File: config.mk
export PLATFORM = sky130hd
export DESIGN_NAME = egress_packet_buffer
export DESIGN_NICKNAME = d
export VERILOG_FILES = /design/src/rtl/egress_packet_buffer.sv
export SDC_FILE = /design/constraint.sdc
export NUM_CORES = 2
export LEC_CHECK = 0
export CORE_ASPECT_RATIO = 0.6
export CORE_MARGIN = 2
export CORE_UTILIZATION = 42
export DETAILED_ROUTE_END_ITERATION = 16
export GPL_TIMING_DRIVEN = 0
export PLACE_DENSITY_LB_ADDON = 0.1
export SYNTH_ARGS = -nofsm -noshare
export SYNTH_HDL_FRONTEND = slang
export SYNTH_SLANG_ARGS = --single-unit
File: constraint.sdc
create_clock -name clk -period 4.4 [get_ports clk]
set_input_delay 1.1 -clock clk [delete_from_list [all_inputs] [get_ports clk]]
set_output_delay 1.1 -clock clk [all_outputs]
set_load 0.01 [all_outputs]
File: src/rtl/egress_packet_buffer.sv
// Store-and-forward egress buffer that sits after read_arbiter.
// It requests one packet at a time from the arbiter, and only when a maximum-length
// packet is sure to fit. Each word is stored as {sop, eop, data}. Whole packets are
// released on a valid/ready port, and never before their eop word has been written.
module egress_packet_buffer #(
  parameter int ARBITER_DATA_WIDTH = 64,
  parameter int FIFO_DEPTH         = 32,
  parameter int FIFO_PTR_WIDTH     = 5,
  parameter int MAX_PACKET_WORDS   = 16,
  parameter int WAIT_TIMEOUT       = 15
) (
  input  logic                          clk,
  input  logic                          rst,
  input  logic [ARBITER_DATA_WIDTH-1:0] rd_data,
  input  logic                          rd_sop,
  input  logic                          rd_vld,
  input  logic                          rd_eop,
  output logic                          ready,
  output logic [ARBITER_DATA_WIDTH-1:0] out_data,
  output logic                          out_sop,
  output logic                          out_eop,
  output logic                          out_vld,
  input  logic                          out_ready,
  output logic [FIFO_PTR_WIDTH:0]       pkt_count,
  output logic                          err
);

  localparam int ENTRY_W = ARBITER_DATA_WIDTH + 2;
  localparam int CNT_W   = FIFO_PTR_WIDTH + 1;
  localparam int WCNT_W  = $clog2(MAX_PACKET_WORDS + 1);
  localparam int TMO_W   = $clog2(WAIT_TIMEOUT + 1);

  typedef enum logic [2:0] {
    IDLE     = 3'd0,
    REQ      = 3'd1,
    WAIT_SOP = 3'd2,
    RECV     = 3'd3,
    DROP     = 3'd4
  } state_t;

  state_t                    state_q, state_d;
  logic [FIFO_PTR_WIDTH-1:0] wr_ptr_q, wr_ptr_d;
  logic [FIFO_PTR_WIDTH-1:0] rd_ptr_q, rd_ptr_d;
  logic [CNT_W-1:0]          occ_q, occ_d;
  logic [CNT_W-1:0]          pkt_q, pkt_d;
  logic [WCNT_W-1:0]         wcnt_q, wcnt_d;
  logic [TMO_W-1:0]          tmo_q, tmo_d;
  logic                      ready_q, ready_d;
  logic                      err_q, err_d;
  logic [ENTRY_W-1:0]        mem_q [FIFO_DEPTH];

  logic [CNT_W-1:0]   free_s;
  logic               wr_en_s, wr_sop_s, wr_eop_s, pkt_inc_s;
  logic               rd_en_s, pkt_dec_s;
  logic [ENTRY_W-1:0] head_s;

  // Head-of-FIFO word and read-side handshake
  always_comb begin
    head_s    = mem_q[rd_ptr_q];
    out_data  = head_s[ARBITER_DATA_WIDTH-1:0];
    out_eop   = head_s[ARBITER_DATA_WIDTH];
    out_sop   = head_s[ARBITER_DATA_WIDTH+1];
    out_vld   = (pkt_q != {CNT_W{1'b0}});
    rd_en_s   = out_vld & out_ready;
    pkt_dec_s = rd_en_s & head_s[ARBITER_DATA_WIDTH];
    free_s    = CNT_W'(FIFO_DEPTH) - occ_q;
    pkt_count = pkt_q;
    ready     = ready_q;
    err       = err_q;
  end

  // Request/receive FSM: next state, write strobes and the word and timeout counters
  always_comb begin
    state_d   = state_q;
    wcnt_d    = wcnt_q;
    tmo_d     = tmo_q;
    err_d     = err_q;
    wr_en_s   = 1'b0;
    wr_sop_s  = 1'b0;
    wr_eop_s  = 1'b0;
    pkt_inc_s = 1'b0;
    case (state_q)
      IDLE: begin
        if (free_s >= CNT_W'(MAX_PACKET_WORDS)) begin
          state_d = REQ;
        end else begin
          state_d = IDLE;
        end
      end
      REQ: begin
        state_d = WAIT_SOP;
        tmo_d   = {TMO_W{1'b0}};
      end
      WAIT_SOP: begin
        if (rd_vld && rd_sop) begin
          wr_en_s  = 1'b1;
          wr_sop_s = 1'b1;
          wr_eop_s = rd_eop;
          wcnt_d   = WCNT_W'(1);
          if (rd_eop) begin
            pkt_inc_s = 1'b1;
            state_d   = IDLE;
          end else begin
            state_d = RECV;
          end
        end else begin
          // A stray word without sop is dropped but still counts toward the timeout
          if (rd_vld) begin
            err_d = 1'b1;
          end else begin
            err_d = err_q;
          end
          tmo_d = tmo_q + TMO_W'(1);
          if (tmo_q == TMO_W'(WAIT_TIMEOUT - 1)) begin
            state_d = IDLE;
          end else begin
            state_d = WAIT_SOP;
          end
        end
      end
      RECV: begin
        if (rd_vld) begin
          // A second sop inside a packet is stored as plain data
          wr_en_s  = 1'b1;
          wr_sop_s = 1'b0;
          if (rd_sop) begin
            err_d = 1'b1;
          end else begin
            err_d = err_q;
          end
          if (rd_eop) begin
            wr_eop_s  = 1'b1;
            pkt_inc_s = 1'b1;
            state_d   = IDLE;
          end else if (wcnt_q == WCNT_W'(MAX_PACKET_WORDS - 1)) begin
            // Overlength: close the packet at the cap, discard the remainder
            wr_eop_s  = 1'b1;
            pkt_inc_s = 1'b1;
            err_d     = 1'b1;
            state_d   = DROP;
          end else begin
            wcnt_d = wcnt_q + WCNT_W'(1);
          end
        end else begin
          state_d = RECV;
        end
      end
      DROP: begin
        if (rd_vld && rd_eop) begin
          state_d = IDLE;
        end else begin
          state_d = DROP;
        end
      end
      default: begin
        state_d = IDLE;
      end
    endcase
    ready_d = (state_d == REQ);
  end

  // Pointer, occupancy and packet-count bookkeeping
  always_comb begin
    wr_ptr_d = wr_ptr_q + (wr_en_s ? FIFO_PTR_WIDTH'(1) : FIFO_PTR_WIDTH'(0));
    rd_ptr_d = rd_ptr_q + (rd_en_s ? FIFO_PTR_WIDTH'(1) : FIFO_PTR_WIDTH'(0));
    case ({wr_en_s, rd_en_s})
      2'b10:   occ_d = occ_q + CNT_W'(1);
      2'b01:   occ_d = occ_q - CNT_W'(1);
      default: occ_d = occ_q;
    endcase
    case ({pkt_inc_s, pkt_dec_s})
      2'b10:   pkt_d = pkt_q + CNT_W'(1);
      2'b01:   pkt_d = pkt_q - CNT_W'(1);
      default: pkt_d = pkt_q;
    endcase
  end

  // State and counter registers
  always_ff @(posedge clk or negedge rst) begin
    if (!rst) begin
      state_q  <= IDLE;
      wr_ptr_q <= {FIFO_PTR_WIDTH{1'b0}};
      rd_ptr_q <= {FIFO_PTR_WIDTH{1'b0}};
      occ_q    <= {CNT_W{1'b0}};
      pkt_q    <= {CNT_W{1'b0}};
      wcnt_q   <= {WCNT_W{1'b0}};
      tmo_q    <= {TMO_W{1'b0}};
      ready_q  <= 1'b0;
      err_q    <= 1'b0;
    end else begin
      state_q  <= state_d;
      wr_ptr_q <= wr_ptr_d;
      rd_ptr_q <= rd_ptr_d;
      occ_q    <= occ_d;
      pkt_q    <= pkt_d;
      wcnt_q   <= wcnt_d;
      tmo_q    <= tmo_d;
      ready_q  <= ready_d;
      err_q    <= err_d;
    end
  end

  // Word storage, cleared on reset so the head reads zero
  always_ff @(posedge clk or negedge rst) begin
    if (!rst) begin
      for (int i = 0; i < FIFO_DEPTH; i++) begin
        mem_q[i] <= {ENTRY_W{1'b0}};
      end
    end else if (wr_en_s) begin
      mem_q[wr_ptr_q] <= {wr_sop_s, wr_eop_s, rd_data};
    end
  end

endmodule

==> flow_summary.json <==
{
  "outcome": "finished, violations left",
  "failed_checks": "capacitance limit, slew limit, setup timing",
  "place_congestion": 0.892,
  "start_util_pct": 42.1,
  "clockPowerShare_pct": 23.9,
  "ys_types": 58,
  "synth-seq-cells": 2148,
  "rows": 136,
  "firstDrtPassIters": 5,
  "die_y_microns": 375,
  "r2r_cells": 15,
  "fmax_mhz": 226,
  "leakage_uw": 0.0538,
  "synth_area_per_cell_sq_um": 15.7,
  "syn_to_final_growth_pct": 19.3,
  "dp_hpwl_microns": 230000,
  "finalCriticalPeriod_ns": 4.43,
  "clkTransAtPathRegs_ns": 0.07,
  "final_layout_size_suffix_gt1_share_pct": 53.5,
  "final-hold-violation-count": 0,
  "switching_power_uw": 28300,
  "die_w_microns": 622,
  "report.final.slew_viol_count": 44,
  "rsz0062_at_grt": "true",
  "htree_levels": 4,
  "synth_nets": 6215,
  "clock_latency_ns": 0.90,
  "synthArstFlopShare_pct": 100,
  "p_sw_share_pct": 35.9,
  "critPathLaunch": "rd_ptr_q[0]$_DFF_PN0_",
  "die_area_sq_um": 233000,
  "synth_edf_count": 0,
  "cp.required_ns": 3.30,
  "ctsHoldBuffers": 0,
  "cp-start-kind": "register",
  "numClockSinks": 2148,
  "yosys_warnings": 0,
  "synth_ff_type": "dfrtp_1",
  "fin_crit_sh_pct": 101,
  "powerDensity_nw_per_um2": 687,
  "slew_headroom_pct": -1.25,
  "p_seq_share_pct": 34.9,
  "syn-cell-area_sq_um": 96200,
  "ir_worst_vdd_mv": 0.623,
  "grt_use_total_pct": 30.8,
  "total_power_uw": 78800,
  "cts_root_buf": "clkbuf_16",
  "grt_max_degree": 172,
  "drcViolationCount": 0,
  "port_buffers": 142,
  "cts_tree": "built",
  "p_comb_share_pct": 41.3,
  "end_kind": "primary output",
  "finalSetupViolCount": 4,
  "antenna_found_initial": 22,
  "grt_pass1_vias": 61000,
  "cp_max_fo": 6,
  "cp_data_arrival_time_ns": 3.33,
  "numCtsBuffers": 214,
  "final_cell_area_sq_um": 115000,
  "worst_slack_ns": -0.0345,
  "maxCapViolCount": 4,
  "rrSetupSlack_ns": 0.17,
  "p_int_uw": 50500,
  "dpl_cell_area_sq_um": 102000,
  "syn_inst": 6125,
  "worstReg2RegStart": "rd_ptr_q[0]$_DFF_PN0_",
  "grt_overflow": 0,
  "wl_microns": 361000,
  "final_nets": 6749,
  "tightest_slew_ns": 1.52,
  "viasPerCell": 6.14,
  "wl_per_cell_microns": 36.6,
  "finish.utilization_pct": 50.2,
  "drt-initial-drc-count": 5862,
  "reg2reg_to": "pkt_count[5]$_DFFE_PN0P_",
  "grt_pass1_wl_microns": 498000,
  "num_vias": 60500,
  "postRouteAntennaNets": 0,
  "ys_seq_area_share_pct": 55.9,
  "coreArea_sq_um": 228000,
  "setup.worst_path.class": "reg -> out",
  "finClkSkew_ns": 0.0567,
  "min_path_type": "in -> async",
  "clockBufferDepth": 4,
  "ios": 145
}
[synthesized netlist by cell type, types with 10 or more instances]
master,number,share of area [%]
dfrtp_1,2148,56
buf_2,185,0.96
a21oi_1,20,0.10
mux4_2,494,12
nor3_1,15,0.078
o21ai_0,76,0.40
mux2i_1,85,0.88
nor2_1,21,0.082
nand3_1,14,0.073
o22ai_1,47,0.31
o22a_1,12,0.11
a211oi_1,25,0.20
o221ai_1,66,0.60
mux2_2,2047,24
clkbuf_1,302,1.2
a22oi_1,103,0.80
nand2_1,110,0.43
buf_1,125,0.49
inv_1,12,0.047
ha_1,18,0.23
nand4_1,13,0.085
and2_1,30,0.20
xor2_1,10,0.091
a22o_1,18,0.16
a31oi_1,47,0.31
[layout by cell type (no fill, tap or decap), types with 59 or more instances in the layout]
cell type / n
clkbuf_8: 108
clkdlybuf4s50_1: 75
buf_16: 59
nand2_1: 103
dfrtp_1: 2145
mux2_2: 2047
mux4_2: 494
o21ai_0: 76
clkbuf_16: 239
buf_4: 98
a22oi_2: 69
clkbuf_1: 264
buf_1: 93
mux2i_1: 74
buf_2: 163
[routing by layer]
| metal | vias to the layer above | GRT usage, % | share of wire [%] |
|---|---|---|---|
| li1 | 24100 | - | - |
| met3 | 599 | 9.52 | 9.5 |
| met4 | 14 | 9.43 | 3.6 |
| met5 | - | 0.266 | 0.088 |
| met2 | 2498 | 42.1 | 41 |
| met1 | 33400 | 46.4 | 46 |
[worst max path at each step]
stage | to | slack (ns)
2_1_floorplan | pkt_count[5]$_DFFE_PN0P_ | 0.87
3_3_place_gp | mem_q[1705]$_DFFE_PN0P_ | -96.73
3_5_place_dp | out_data[27] | -1.95
4_1_cts | out_data[36] | -0.18
5_1_grt | out_data[3] | -0.07
6_report | out_data[3] | -0.03
[power groups by stage]
stage / Combinational [uW] / Clock (uW) / Sequential (uW)
6_report: 32500 / 18800 / 27500
5_1_grt: 33500 / 19900 / 28000
4_1_cts: 31100 / 19000 / 27300
3_5_place_dp: 26500 / 0 / 27600
3_3_place_gp: 25600 / 0 / 27900
2_1_floorplan: 15000 / 0 / 26800
[final cells by class]
type / instances / area [sq um]
multi-input cells: 3348 / 41500
clock buffers: 336 / 6490
plain buffers: 612 / 4770
flip-flops and latches: 2148 / 53800
clock inverters: 40 / 453
repair buffers: 321 / 3820
well taps: 3036 / 3800
fillers: 19100 / 114000
diodes: 11 / 27.5
inverters: 14 / 55.1
[critical path, cell delays in order, from the launching register on]
cell,delay [ns]
dfrtp_2,0.44
buf_12,0.15
buf_12,0.15
buf_16,0.17
buf_16,0.19
buf_4,0.17
mux4_2,0.38
o221ai_2,0.11
nor3_2,0.33
clkdlybuf4s15_1,0.29
[cell families after synthesis]
logic type,share of synthesized area (%)
xor gates and xnor gates,0.164
buffers and inverters,2.72
DFF,55.9
muxes,36.4
AOI/OAI and AO/OA,3.17
and+or+nand+nor,1.32
adders and majority gates,0.276
[metrics by stage]
stage | hold slack (ns) | TNS [ns] | std cells | worst slack, ns
finish | 0.153 | -0.0823 | 9866 | -0.0345
global route | 0.156 | -0.341 | 9858 | -0.0672
CTS | 0.140 | -1.88 | 9802 | -0.182
detailed placement | 0.466 | -92.89 | 9333 | -1.95
global placement | 0.456 | - | 9303 | -96.73
floorplan | 0.445 | 0 | 6125 | 0.870
[registers in the layout (all words and copies together) (netlist names)]
name / flops
wr_ptr_q: 5
wcnt_q: 5
occ_q: 6
tmo_q: 4
ready: 1
mem_q: 2112
rd_ptr_q: 5
err: 1
state_q: 3
pkt_count: 6
[timing repair]
item,in CTS,in global routing
gates cloned,11,7
pin swaps,59,40
hold endpoints to repair,0,0
buffers inserted,84,49
gates resized for setup,958,148
endpoints found under the setup margin,72,58
Power figures use the tool's default switching activity.
